==> config.mk <==
export PLATFORM = sky130hd
export DESIGN_NAME = life_engine_p
export DESIGN_NICKNAME = d
export VERILOG_FILES = /design/src/rtl/life_pkg.sv /design/src/rtl/life_row_next.sv /design/src/rtl/life_engine_p.sv
export SDC_FILE = /design/constraint.sdc
export NUM_CORES = 1
export LEC_CHECK = 0
export CAP_MARGIN = 20
export CORE_UTILIZATION = 50
export DETAILED_ROUTE_END_ITERATION = 7
export PLACE_DENSITY = 0.71
export SLEW_MARGIN = 30
export SYNTH_ARGS = -nofsm -noshare
export SYNTH_HDL_FRONTEND = slang
export SYNTH_SLANG_ARGS = --single-unit
==> constraint.sdc <==
create_clock -name clk_50MHz_i -period 10.6 [get_ports clk_50MHz_i]
set_input_delay 2.12 -clock clk_50MHz_i [delete_from_list [all_inputs] [get_ports clk_50MHz_i]]
set_output_delay 2.12 -clock clk_50MHz_i [all_outputs]
set_load 0.05 [all_outputs]
==> src/rtl/life_pkg.sv <==
// Shared types and rule masks for the Game of Life generation engine.
package life_pkg;

   typedef enum logic [2:0] {
      IDLE,
      LOAD,
      RD,
      WR,
      DONE
   } state_t;

   // Bit n set means a neighbour count of n gives a live cell (B3/S23).
   localparam logic [8:0] BIRTH_MASK   = 9'b000001000;
   localparam logic [8:0] SURVIVE_MASK = 9'b000001100;

endpackage

==> src/rtl/life_row_next.sv <==
// Next-generation value of one board row from the rows above, at and below it,
// plus the live-cell count of the resulting row.
module life_row_next
   import life_pkg::*;
#(
   parameter int COLS   = 20,
   parameter int WRAP   = 0,
   parameter int RPOP_W = $clog2(COLS + 1)
) (
   input  logic [COLS-1:0]   top_row,
   input  logic [COLS-1:0]   mid_row,
   input  logic [COLS-1:0]   bot_row,
   output logic [COLS-1:0]   next_row,
   output logic [RPOP_W-1:0] next_pop
);

   localparam logic WRAP_EN = (WRAP != 0);

   // Bit c of the result holds the cell at column c-1 (or c+1); the edge
   // column is either the opposite edge or dead.
   function automatic logic [COLS-1:0] from_left(input logic [COLS-1:0] v);
      return {v[COLS-2:0], WRAP_EN & v[COLS-1]};
   endfunction

   function automatic logic [COLS-1:0] from_right(input logic [COLS-1:0] v);
      return {WRAP_EN & v[0], v[COLS-1:1]};
   endfunction

   logic [COLS-1:0] top_l, top_r, mid_l, mid_r, bot_l, bot_r;

   assign top_l = from_left(top_row);
   assign top_r = from_right(top_row);
   assign mid_l = from_left(mid_row);
   assign mid_r = from_right(mid_row);
   assign bot_l = from_left(bot_row);
   assign bot_r = from_right(bot_row);

   for (genvar c = 0; c < COLS; c++) begin : g_col
      logic [3:0] cnt;
      assign cnt = 4'(top_l[c]) + 4'(top_row[c]) + 4'(top_r[c])
                 + 4'(mid_l[c]) + 4'(mid_r[c])
                 + 4'(bot_l[c]) + 4'(bot_row[c]) + 4'(bot_r[c]);
      assign next_row[c] = mid_row[c] ? SURVIVE_MASK[cnt] : BIRTH_MASK[cnt];
   end

   always_comb begin
      next_pop = '0;
      for (int c = 0; c < COLS; c++) begin
         next_pop = next_pop + RPOP_W'(next_row[c]);
      end
   end

endmodule

==> src/rtl/life_engine_p.sv <==
// Game of Life generation engine: in-place read-compute-write sweep of a
// row-wide cell RAM through a three-row window, with auto-step timer.
//
// state | meaning
// IDLE  | waiting for next_i or the run timer
// LOAD  | 4 cycles priming top/mid/bot/row0 window registers
// RD    | issue read of row r+2 for the window refill
// WR    | write next generation of row r, shift window
// DONE  | publish population and generation count
module life_engine_p
   import life_pkg::*;
#(
   parameter int ROWS     = 16,
   parameter int COLS     = 20,
   parameter int ADDR_W   = 4,
   parameter int WRAP     = 0,
   parameter int PERIOD_W = 26,
   parameter int GEN_W    = 16,
   parameter int POP_W    = $clog2(ROWS * COLS + 1)
) (
   input  logic                clk_50MHz_i,
   input  logic                rst_sync_ha_i,
   input  logic                next_i,
   input  logic                run_i,
   input  logic [PERIOD_W-1:0] period_i,
   input  logic [COLS-1:0]     ram_rd_data_i,
   output logic [ADDR_W-1:0]   ram_addr_o,
   output logic [COLS-1:0]     ram_wr_data_o,
   output logic                ram_we_o,
   output logic                busy_o,
   output logic                done_o,
   output logic [GEN_W-1:0]    gen_count_o,
   output logic [POP_W-1:0]    population_o
);

   localparam int   RPOP_W  = $clog2(COLS + 1);
   localparam logic WRAP_EN = (WRAP != 0);

   state_t              state_q, state_d;
   logic [1:0]          load_cnt_q;
   logic [ADDR_W-1:0]   row_q;
   logic [COLS-1:0]     top_q, mid_q, bot_q, row0_q;
   logic [PERIOD_W-1:0] timer_q;
   logic [POP_W-1:0]    acc_q;
   logic [POP_W-1:0]    population_q;
   logic [GEN_W-1:0]    gen_count_q;

   logic [COLS-1:0]     next_row;
   logic [RPOP_W-1:0]   next_pop;
   logic [ADDR_W:0]     row_ahead;
   logic                ahead_in;
   logic                ahead_wrap;
   logic                last_row;
   logic                timer_fire;
   logic                start;

   life_row_next #(
      .COLS   (COLS),
      .WRAP   (WRAP),
      .RPOP_W (RPOP_W)
   ) u_row_next (
      .top_row  (top_q),
      .mid_row  (mid_q),
      .bot_row  (bot_q),
      .next_row (next_row),
      .next_pop (next_pop)
   );

   assign row_ahead  = {1'b0, row_q} + (ADDR_W+1)'(2);
   assign ahead_in   = row_ahead < (ADDR_W+1)'(ROWS);
   assign ahead_wrap = row_ahead == (ADDR_W+1)'(ROWS);
   assign last_row   = row_q == ADDR_W'(ROWS - 1);
   assign timer_fire = run_i && (timer_q >= period_i);
   assign start      = (state_q == IDLE) && (next_i || timer_fire);

   always_ff @(posedge clk_50MHz_i) begin
      if (rst_sync_ha_i) begin
         state_q <= IDLE;
      end else begin
         state_q <= state_d;
      end
   end

   always_comb begin
      state_d = state_q;
      case (state_q)
         IDLE:    if (start) state_d = LOAD;
         LOAD:    if (load_cnt_q == 2'd3) state_d = RD;
         RD:      state_d = WR;
         WR:      state_d = last_row ? DONE : RD;
         DONE:    state_d = IDLE;
         default: state_d = IDLE;
      endcase
   end

   always_comb begin
      ram_addr_o    = '0;
      ram_wr_data_o = '0;
      ram_we_o      = 1'b0;
      busy_o        = (state_q != IDLE);
      done_o        = (state_q == DONE);
      case (state_q)
         LOAD: begin
            case (load_cnt_q)
               2'd0:    ram_addr_o = ADDR_W'(ROWS - 1);
               2'd2:    ram_addr_o = ADDR_W'(1);
               default: ram_addr_o = '0;
            endcase
         end
         RD: begin
            if (ahead_in) ram_addr_o = row_ahead[ADDR_W-1:0];
         end
         WR: begin
            ram_addr_o    = row_q;
            ram_we_o      = 1'b1;
            ram_wr_data_o = next_row;
         end
         default: ;
      endcase
   end

   always_ff @(posedge clk_50MHz_i) begin
      if (rst_sync_ha_i) begin
         load_cnt_q   <= '0;
         row_q        <= '0;
         top_q        <= '0;
         mid_q        <= '0;
         bot_q        <= '0;
         row0_q       <= '0;
         timer_q      <= '0;
         acc_q        <= '0;
         population_q <= '0;
         gen_count_q  <= '0;
      end else begin
         if (!run_i || start) begin
            timer_q <= '0;
         end else if (state_q == IDLE) begin
            timer_q <= timer_q + PERIOD_W'(1);
         end

         case (state_q)
            IDLE: begin
               load_cnt_q <= '0;
               row_q      <= '0;
            end
            LOAD: begin
               load_cnt_q <= load_cnt_q + 2'd1;
               // Read data lags the address by one cycle.
               case (load_cnt_q)
                  2'd1: top_q <= WRAP_EN ? ram_rd_data_i : '0;
                  2'd2: begin
                     mid_q  <= ram_rd_data_i;
                     row0_q <= ram_rd_data_i;
                  end
                  2'd3: bot_q <= ram_rd_data_i;
                  default: ;
               endcase
            end
            WR: begin
               top_q <= mid_q;
               mid_q <= bot_q;
               if (ahead_in) begin
                  bot_q <= ram_rd_data_i;
               end else if (WRAP_EN && ahead_wrap) begin
                  bot_q <= row0_q;
               end else begin
                  bot_q <= '0;
               end
               row_q <= row_q + ADDR_W'(1);
               // Publish on the way into DONE so the outputs are valid
               // in the same cycle as the done pulse.
               if (last_row) begin
                  population_q <= acc_q + POP_W'(next_pop);
                  gen_count_q  <= gen_count_q + GEN_W'(1);
                  acc_q        <= '0;
               end else begin
                  acc_q <= acc_q + POP_W'(next_pop);
               end
            end
            default: ;
         endcase
      end
   end

   assign gen_count_o  = gen_count_q;
   assign population_o = population_q;

endmodule

==> reports/metrics.yaml <==
outcome: "complete, no violations"
finClkSkew_ns: 0.00728
critPathRequiredTime_ns: 10.95
intPower_mw: 0.844
power_density_mw_per_mm2: 93.5
grt_usage_pct: 24.0
crit_slowest_cell: "fa_1"
die-area_mm2: 0.0210
cts.reportedPaths.clkPinSlew_ns: 0.06
routed_via_density: 5.31
tns_ns: 0
grt_max_degree: 58
grt_remaining_overflow: 0
synth_cells: 1198
drc: 0
syn-cell-area_mm2: 0.0102
clk_latency_ns: 0.43
ys_types: 56
io_pins: 102
cts.path.max_buffers: 2
yosys_warnings: 0
area_delta_synth_final_pct: 17.3
setup-violations-final: 0
hp-class: "register to register"
cts_setup_buffers: 0
yosys.area.top_type_share_pct: 25.3
dp_hpwl_um: 17600
antenna_cells: 0
critical_path_class: "register to register"
htree_num_levels: 4
maxCapViolCount: 0
antenna_found_initial: 0
rows: 51
p_comb_share_pct: 6.1
p_switching_mw: 0.277
final_antenna_net_count: 0
synthTopCellsByArea: "dfxtp_1 (25%), fa_1 (18%), ha_1 (13%)"
async_flop_share_pct: 0
holdWs_ns: 0.461
ctsResizeCount: 0
drt_first_iter_violations: 365
p_sw_share_pct: 24.7
p_seq_share_pct: 43.8
yosys_register_bits: 129
hold_viol_final: 0
cts_tree: "built"
num_vias: 8269
rsz0062_at_grt: "no"
period_needed_ns: 8.60
ys.flop_type: "dfxtp_1"
syn_avg_cell_area_um2: 8.54
final.period_utilization_pct: 81.1
cts_root_buf: "clkbuf_16"
p_leak_nw: 4.73
max-slew-margin-rel_pct: 42.9
grt_pass1_vias: 8523
max_stage_delay_ns: 0.56
numCtsBuffers: 17
placed_cell_area_mm2: 0.0114
portBuffers: 101
grt_pass1_wl_um: 41200
gp_congestion: 0.822
die_x_um: 145
wl_per_cell_um: 15.2
drive_gt1_share_pct: 4.57
maxSlewViolCount: 0
clockPowerShare_pct: 50.2
synth_edf_count: 0
numClockSinks: 129
syn_nets: 1442
finalWirelength_um: 23700
path_common_cell: "fa_1"
hold_buffers: 0
nFillCells: 1729
max_freq_mhz: 116
yosysSeqAreaShare_pct: 25.3
crit_fanout: 4
dieHeight_um: 145
yosys.area.top_type: "dfxtp_1"
start_util_pct: 51.7
tightest_slew_ns: 0.854
final_area_mm2: 0.0120
crit_arrival_ns: 8.95
ir_worst_vdd_mv: 0.0742
finalPower_mw: 1.12
worst_setup_path_end_kind: "register"
core_area_mm2: 0.0198
fin_nets: 1525
first_pass_iters: 5
startpoint_type: "register"
## final timing paths
| check | start | endpoint | slack [ns] | cells past startpoint |
|---|---|---|---|---|
| min reg2reg | population_o[3] | population_o[3] | 0.46 | 2 |
| min | population_o[3] | population_o[3] | 0.46 | 2 |
| max reg2reg | top_q[1] | acc_q[6] | 2.00 | 29 |
| max | top_q[1] | acc_q[6] | 2.00 | 29 |
## metrics by stage
stage	std cells	utilization (%)	setup WS, ns
after floorplan	1198	-	2.50
after CTS	1557	60.6	2.01
after detailed placement	1527	57.8	2.05
after global placement	1527	57.8	2.17
final	1557	60.6	2.00
after global routing	1557	60.6	1.49
## power by group through the flow
stage | Combinational, mW | Sequential (mW) | Clock [mW]
2_1_floorplan | 0.0366 | 0.500 | 0
3_3_place_gp | 0.0668 | 0.501 | 0
3_5_place_dp | 0.0677 | 0.501 | 0
4_1_cts | 0.0683 | 0.490 | 0.570
5_1_grt | 0.0749 | 0.490 | 0.593
6_report | 0.0679 | 0.490 | 0.562
## metal layers
layer,share of wire [%],global-route usage (%),wire (um),up-vias
met3,4.1,4.43,978,26
met4,1.6,6.81,375,0
li1,-,-,-,4137
met2,47,39.5,11200,164
met5,0,0,0,-
met1,47,32.1,11100,3942
## flip-flops by register name, summed over array words and instances, names as in the netlist
signal	cells
top_q	20
timer_q	26
state_q	3
gen_count_o	16
bot_q	20
population_o	9
load_cnt_q	2
row_q	4
acc_q	9
mid_q	20
## Yosys cell counts (all sizes together), types with 4 or more instances
master and instances:
a211o 6, a211oi 8, a21o 9, a21oi 66, a22oi 26, a311oi 20
a31oi 10, and3 4, and4 5, buf 11, clkbuf 34, dfxtp 129
fa 90, ha 104, inv 195, mux2i 6, nand2 116, nand2b 11
nand3 31, nand4 19, nor2 107, nor2b 28, nor3 46, nor3b 6
nor4 9, o21ai 25, or3 10, xnor2 17, xor2 23
## worst max-delay path: cells and delay by family (launching register included)
kind            cells  cell delay (ns)
flops               1             0.37
simple gates        4             0.78
compound gates      5             0.90
buf+inv             6             0.42
fa+ha+maj          14             6.05
## area by class of cell
type,count,area [um2],share of cell area [%]
repair buffers,109,1070,8.91
inverters,195,732,6.10
clock inverters,12,113,0.939
well taps,265,332,2.77
clock buffers,18,439,3.66
flip-flops and latches,129,2580,21.5
multi-input cells,829,6730,56.1
## layout by cell type (no fill, tap or decap), types with 28 or more instances in the layout
| master | count |
|---|---|
| inv_1 | 193 |
| dfxtp_1 | 129 |
| nand2_1 | 116 |
| nor2b_1 | 28 |
| nand3_1 | 30 |
| fa_1 | 90 |
| nor3_1 | 38 |
| a21oi_1 | 65 |
| clkdlybuf4s50_1 | 100 |
| ha_1 | 104 |
| nor2_1 | 106 |
## logic make-up (layout without fill, tap and decap cells)
kind of cell | after synthesis | count (layout) | share of synthesized area [%]
fa+ha+maj | 194 | 194 | 30.3
flops | 129 | 129 | 25.3
simple gates | 406 | 406 | 19.7
xor+xnor | 40 | 40 | 3.43
buf+inv | 240 | 334 | 9.02
mux | 7 | 7 | 0.697
compound gates | 182 | 182 | 11.5
No activity file was read; power rests on OpenSTA's default activity.
